## src/rtl/cvt_wr_arb.sv

```systemverilog
// Round-robin arbiter that funnels CVU write requests into one registered CVT write port.
// Build option CVT_ARB_STATS_EN adds a saturating count of issued writes on wr_count.
module cvt_wr_arb #(
    parameter int NREQ  = 4,
    parameter int GID_W = 2
) (
    input  logic                 clk,
    input  logic                 rst,
    input  logic [NREQ-1:0]      req_valid,
    output logic [NREQ-1:0]      req_ready,
    input  logic [NREQ*5-1:0]    req_bb,
    input  logic [NREQ*10-1:0]   req_offset,
    input  logic [NREQ*64-1:0]   req_data,
    input  logic                 rd_active,
    output logic                 W_req,
    output logic [4:0]           WriteReg,
    output logic [9:0]           offset,
    output logic [63:0]          d_in,
    output logic [GID_W-1:0]     grant_id,
    output logic                 err_misalign,
    output logic [15:0]          wr_count
);

    // state  | meaning
    // IDLE   | no write registered, W_req low
    // ISSUE  | registered write presented, W_req high
    typedef enum logic {S_IDLE, S_ISSUE} state_t;

    state_t             r_state;
    state_t             w_state_nxt;
    logic [GID_W-1:0]   r_rr;
    logic [4:0]         r_bb;
    logic [9:0]         r_off;
    logic [63:0]        r_data;
    logic [GID_W-1:0]   r_gid;
    logic               r_err;

    logic               w_found;
    logic [GID_W-1:0]   w_win;
    logic [GID_W:0]     w_sum;
    logic               w_accept;
    logic               w_issue;
    logic               w_misalign;
    logic [4:0]         w_bb;
    logic [9:0]         w_off;
    logic [63:0]        w_data;
    logic [GID_W-1:0]   w_rr_nxt;

    // first valid requester at or after r_rr, wrapping at NREQ
    always_comb begin
        w_found = 1'b0;
        w_win   = '0;
        w_sum   = '0;
        for (int k = 0; k < NREQ; k++) begin
            w_sum = {1'b0, r_rr} + (GID_W+1)'(k);
            if (w_sum >= (GID_W+1)'(NREQ))
                w_sum = w_sum - (GID_W+1)'(NREQ);
            if (!w_found && req_valid[w_sum[GID_W-1:0]]) begin
                w_found = 1'b1;
                w_win   = w_sum[GID_W-1:0];
            end
        end
    end

    assign w_accept   = rst && !rd_active && w_found;
    assign w_bb       = req_bb[5*int'(w_win) +: 5];
    assign w_off      = req_offset[10*int'(w_win) +: 10];
    assign w_data     = req_data[64*int'(w_win) +: 64];
    assign w_misalign = w_accept && (w_off[5:0] != 6'd0);
    assign w_issue    = w_accept && !w_misalign && (w_data != 64'd0);
    assign w_rr_nxt   = (w_win == GID_W'(NREQ-1)) ? '0 : w_win + 1'b1;

    always_comb begin
        req_ready = '0;
        if (w_accept)
            req_ready[w_win] = 1'b1;
    end

    always_comb begin
        w_state_nxt = S_IDLE;
        if (w_issue)
            w_state_nxt = S_ISSUE;
    end

    always_ff @(posedge clk) begin
        if (!rst) begin
            r_state <= S_IDLE;
            r_rr    <= '0;
            r_bb    <= '0;
            r_off   <= '0;
            r_data  <= '0;
            r_gid   <= '0;
            r_err   <= 1'b0;
        end else begin
            r_state <= w_state_nxt;
            if (w_accept)
                r_rr <= w_rr_nxt;
            // payload registers hold their last write while idle
            if (w_issue) begin
                r_bb   <= w_bb;
                r_off  <= w_off;
                r_data <= w_data;
                r_gid  <= w_win;
            end
            if (w_misalign)
                r_err <= 1'b1;
        end
    end

    assign W_req        = (r_state == S_ISSUE);
    assign WriteReg     = r_bb;
    assign offset       = r_off;
    assign d_in         = r_data;
    assign grant_id     = r_gid;
    assign err_misalign = r_err;

`ifdef CVT_ARB_STATS_EN
    logic [15:0] r_wr_count;

    always_ff @(posedge clk) begin
        if (!rst)
            r_wr_count <= '0;
        else if (W_req && (r_wr_count != 16'hFFFF))
            r_wr_count <= r_wr_count + 16'd1;
    end

    assign wr_count = r_wr_count;
`else
    assign wr_count = 16'h0000;
`endif

endmodule
```

## config.mk

```make
export PLATFORM = sky130hd
export DESIGN_NAME = cvt_wr_arb
export DESIGN_NICKNAME = d
export VERILOG_FILES = /design/src/rtl/cvt_wr_arb.sv
export SDC_FILE = /design/constraint.sdc
export NUM_CORES = 1
export LEC_CHECK = 0
export ABC_AREA = 1
export BUFFER_PORTS_ARGS = -buffer_cell sky130_fd_sc_hd__buf_4
export CORE_AREA = 3 3 163 165
export CTS_CLUSTER_SIZE = 30
export DETAILED_ROUTE_END_ITERATION = 7
export DIE_AREA = 0 0 166 168
export SYNTH_ARGS = -nofsm -noshare
export SYNTH_HDL_FRONTEND = slang
export SYNTH_SLANG_ARGS = --single-unit
```

## constraint.sdc

```tcl
create_clock -name clk -period 3.6 [get_ports clk]
set_input_delay 0.18 -clock clk [delete_from_list [all_inputs] [get_ports clk]]
set_output_delay 0.18 -clock clk [all_outputs]
set_load 0.01 [all_outputs]
```

# Word level (Yosys, flattened, before mapping)
# Index checks and enable logic that the tools add are counted.
# classes
n_addsub	8
multipliers	2
order_cmp	10
n_eq_ne	1
n_shift	3
mux	25
n_reduce_logical	16
# op_table
op	count
$shiftx A256 B9 Y64	1
$reduce_bool A64 Y1	1
$shiftx A40 B7 Y10	1
$shiftx A20 B6 Y5	1
$mux W2	9
$lt A2 B3 Y1 const B	5
$mul A3 B2 Y5 const A	2
$mux W1	10
$ge A3 B3 Y1 const B	3
$logic_and A1 B1 Y1	9
$bmux W1 S2	4
$sub A2 B1 Y2 const B	4
$add A2 B2 Y3 const B	2
$reduce_bool A6 Y1	1
$logic_not A1 Y1	5
$mux W4	1
$add A2 B1 Y3 const B	1
$ge A2 B3 Y1 const B	1
$add A2 B1 Y2 const B	1
$demux W1 S2	1
$eq A2 B2 Y1 const B	1
$ge A2 B1 Y1 const B	1
# totals
ff_bits	85
inputBits	323

# Longest topological paths before layout
# depth
word_depth	22
ltp_mapped	27

# Worst setup path after synthesis
# OpenSTA, ideal clock, no wires.
# synth_path
kind	register to output
start	register r_rr[0]
end	output port req_ready[0]
arrival_ns	2.621
required_ns	3.420
path_slack_ns	0.799
stages_incl_launch_ff	15
n_path_buf	5
path_cell_list	dfxtp_1 > buf_4 > nand2_1 > nand3_1 > nand2_1 > nor2_2 > nand3_1 > nand2_1 > clkbuf_1 > buf_2 > buf_1 > clkbuf_1 > ha_1 > inv_1 > nor2_1
# synth_via
elab_chain_cells	19
# synth_lines
element	line	source
start: declaration	31	logic [GID_W-1:0] r_rr;
start signal: assignment	97	r_rr <= w_rr_nxt;
branches (longest 18 deep; another with $add A2 B1 Y3)	--	
$mux W4 *	75	if (w_accept)
end: declaration	10	output logic [NREQ-1:0] req_ready,
# Mark *: on every way between the ends. The select of a mux whose other input is x is not followed.

# Final worst setup path
# layout_path
start	register r_rr[0]
end	register r_data[14] (netlist: d_in[14])
# layout_via
elab_chain_cells	21
# layout_lines
element	line	source
branches (longest 21 deep; another with $add A2 B1 Y3)	--	
end signal: assignment	102	r_data <= w_data;
end: declaration	34	logic [63:0] r_data;
# Several ways; the timed one is not identified. The select of a mux whose other input is x is not followed.
# A chain may end at the register's enable or synchronous reset.

==> summary.md <==
| Metric | Value |
|---|---|
| Final setup vio count | 0 |
| Final core utilization | 0.463 |
| Largest net degree at the start of global routing | 90 |
| Max-cap viol count | 0 |
| Pwr dens | around 440 nW/µm² |
| Initial Utilization | 0.304 |
| XOR/XNOR share of the synthesized area | 0 |
| Skew-Pair Late Insertion Delay | 350 ps |
| Fin crit share | 0.934 |
| CP max-delay cell | dfxtp_1 |
| Post-Syn Area | 7660 µm² |
| Clock-pin slew on the worst setup and hold paths | 70 ps |
| Final net count | 2183 |
| Pre-antenna DRT Iters | 5 |
| CTS root buf | clkbuf_16 |
| Syn Inst Count | about 1500 |
| Multiplexer share of the synthesized area | 0 |
| I/O Buffers | ~410 |
| Routed via count | 10263 |
| # rows | 58 |
| Total die area | between 20000 and 30000 µm² |
| Via density | 4.68 |
| Global-route wire length before repair | 53500 µm |
| Floorplan Core Area | 25200 µm² |
| CP peak stage delay | 360 ps |
| Fraction of layout cells with a size suffix above 1 | 0.263 |
| Crit Path Max Fanout | 20 |
| Relative slew margins | 0.645 |
| Startpoint types | flop |
| Asr flop ratio synth | 0 |
| Main synth FF type | dfxtp_1 |
| Post-synth cell types | 29 |
| Outcome | completed |
| IO Pins | 426 |
| Chip Height | roughly 170 µm |
| Tot Pwr | between 5 and 6 mW |
| Post-route ant nets | 0 |
| Largest family of logic cells by synthesized area | simple AND/OR/NAND/NOR gates |
| Post-detailed-route DRC marker count | 0 |
| R2R cell count | 24 |
| Layout area overhead | 52.3% |
| R2r startpoint | r_rr[0]$_SDFFE_PN0P_ |
| Worst endpoint required time | 3850 ps |
| Pleak | ~7.1 nW |
| Grt ovf | 0 |
| Hold Fails Final Rpt | 0 |
| Peak VDD IR | ~230 µV |
| Fin Setup TNS | 0 ps |
| FF+latch count, synth | 85 |
| Synth Area in Adders | 0.00653 |
| Top delay family on crit path | simple AND/OR/NAND/NOR gates |
| Ys Warns | 0 |
| WL per Instance | 17.0 µm |
| Most used cell, CP | nand2_1 |
| RD Place Congestion | roughly 0.93 |
| Post-DP Area | 11100 µm² |
| H-tree Lvls | 3 |
| Worst Hold End | r_rr[0]$_SDFFE_PN0P_ |
| Setup Skew | 7.83 ps |
| Syn Area/Cell | 5.15 µm² |
| Initial DRC count | 673 |
| Register area share after synthesis | 0.222 |
| Final instance area | 11700 µm² |
| Clock buffer depth | 2 |
| Number of global-route vias before repair | 9431 |
| HP Start | rd_active |
| Fillers | 2812 |
| Critical Setup Path Class | reg2reg |
| Worst Hold Depth | 3 |
| Crit path DAT | 3610 ps |
| Fmax achieved | a little under 300 MHz |
| WL final | about 37000 µm |
| CTS buffer count | 9 |
| Buf/Inv on CP | 5 |
| Worst-case hold slack | 140 ps |
| TritonCTS clock tree | done |
| Crit path cell chain | inv_2, nand2_1, nand3_1, nand2_1, clkinv_1, nand2_1, nand2_4, nand3_4, buf_6, buf_16, nand2_1, nand3_1, nand2_1, nor2_1, nand2_1, nor2_1, nand2_1, nor2_2, nand2_4, nand2_8, buf_4, nand2_1, nand2_1, nor2_1 |
| EDFF count, synth | 0 |
| DP HPWL | 28100 µm |
| Reg2Reg Setup Slack | 240 ps |
| Final min period | 3360 ps |
| Post-Synth Simple-Gate Area | 0.520 |
| Initial antenna violation count | 1 |
| Compound-cell area share of the yosys netlist | 0.0320 |
| Critical Path Sink Type | flop |
| FF-to-FF End | d_in[14]$_SDFFE_PN0P_ |
| Slew @ Worst Pin | 532 ps |
| Slew Limit Fails | 0 |
| Hold Path Class | in2reg |
| Sink Count | 85 |
| Total track usage | 0.242 |
| Die Wd | 166 µm |
==> layer usage <==
metal / global-route usage / vias up / part of all wire
li1: - / 5181 / -
met1: 0.307 / 4614 / 0.42
met2: 0.416 / 412 / 0.48
met3: 0.0512 / 56 / 0.075
met4: 0.0745 / 0 / 0.029
met5: 0 / - / 0
==> tightest hold or removal path, delay by kind of cell <==
family,cells,cell delay (ps)
compound gates,1,70
buf+inv,2,180
==> flip-flops by register name (all words and copies together), names as in the netlist <==
register / flops
offset: 10
WriteReg: 5
d_in: 64
grant_id: 2
W_req: 1
r_rr: 2
err_misalign: 1
==> cell usage in the layout, fill, tap and decap left out, types with 13 or more instances in the layout <==
cell type  Yosys  routed
dfxtp_1       85      84
buf_12         0      15
nand2_1      539     534
buf_4         17     428
inv_1        287     287
conb_1         1      16
nor2_1       202     198
a21oi_1       21      21
clkbuf_16      0      13
nand4_1       89      89
nand3_1      118     117
==> kinds of logic (layout without fill, tap and decap cells) <==
kind of cell / after synthesis / after routing
buffers and inverters: 403 / 760
adder cells (fa/ha/maj): 4 / 4
AO/OA/AOI/OAI: 39 / 39
AND/OR/NAND/NOR: 955 / 957
flip-flops: 85 / 85
other: 1 / 17
==> per-stage QoR <==
step | cells | setup WS (ps)
after global routing | 2192 | -5.40
final | 2192 | 239
after CTS | 2176 | 74.3
after detailed placement | 2160 | 93.4
after global placement | 2160 | 170
after floorplan | 1502 | 799
==> worst max path at each step <==
stage	startpoint	endpoint	slack, ps	cells past startpoint
final	r_rr[0]$_SDFFE_PN0P_	d_in[14]$_SDFFE_PN0P_	240	24
after global routing	r_rr[0]$_SDFFE_PN0P_	d_in[13]$_SDFFE_PN0P_	-5	24
after floorplan	r_rr[0]$_SDFFE_PN0P_	req_ready[0]	800	14
after detailed placement	r_rr[1]$_SDFFE_PN0P_	d_in[42]$_SDFFE_PN0P_	90	25
after CTS	r_rr[1]$_SDFFE_PN0P_	d_in[42]$_SDFFE_PN0P_	70	25
after global placement	r_rr[1]$_SDFFE_PN0P_	d_in[41]$_SDFFE_PN0P_	170	23
==> area by class of cell <==
| class | count | area, µm² | share of cell area |
|---|---|---|---|
| inverters | 292 | 1100 | 0.0946 |
| multi-input cells | 1016 | 4440 | 0.381 |
| diodes | 1 | 2.50 | 0.000214 |
| clock inverters | 6 | 75.1 | 0.00643 |
| clock buffers | 10 | 229 | 0.0196 |
| well taps | 330 | 413 | 0.0354 |
| flip-flops and latches | 85 | 1700 | 0.146 |
| repair buffers | 452 | 3700 | 0.317 |
==> synthesized netlist by cell type (2+ instances only) <==
cell	count	area, µm²
nand2_2	2	12.5
buf_2	29	145
nand3_1	118	591
buf_4	17	128
o21ai_0	5	25.0
inv_2	4	15.0
inv_1	287	1080
a32o_1	4	40.0
dfxtp_1	85	1700
nor2_1	202	758
ha_1	4	50.1
nand4_1	89	557
nand2_1	539	2020
a21oi_1	21	105
buf_6	8	90.1
buf_1	12	45.0
a32oi_1	5	43.8
clkbuf_1	45	169
==> power by group <==
part | internal [mW] | switching, mW | leakage, nW | total (mW)
combinational | 1.16 | 1.97 | 6.31 | 3.13
sequential | 0.979 | 0.0253 | 0.686 | 1.00
clock | 0.552 | 0.440 | 0.146 | 0.992
==> what timing repair did <==
item / 4_1_cts / 5_1_grt
setup endpoints to repair: 0 / 82
hold buffers: 0 / 0
resized for setup: 0 / 22
endpoints found under the hold margin: 0 / 0
setup buffers: 0 / 8
Power figures use the tool's default switching activity.
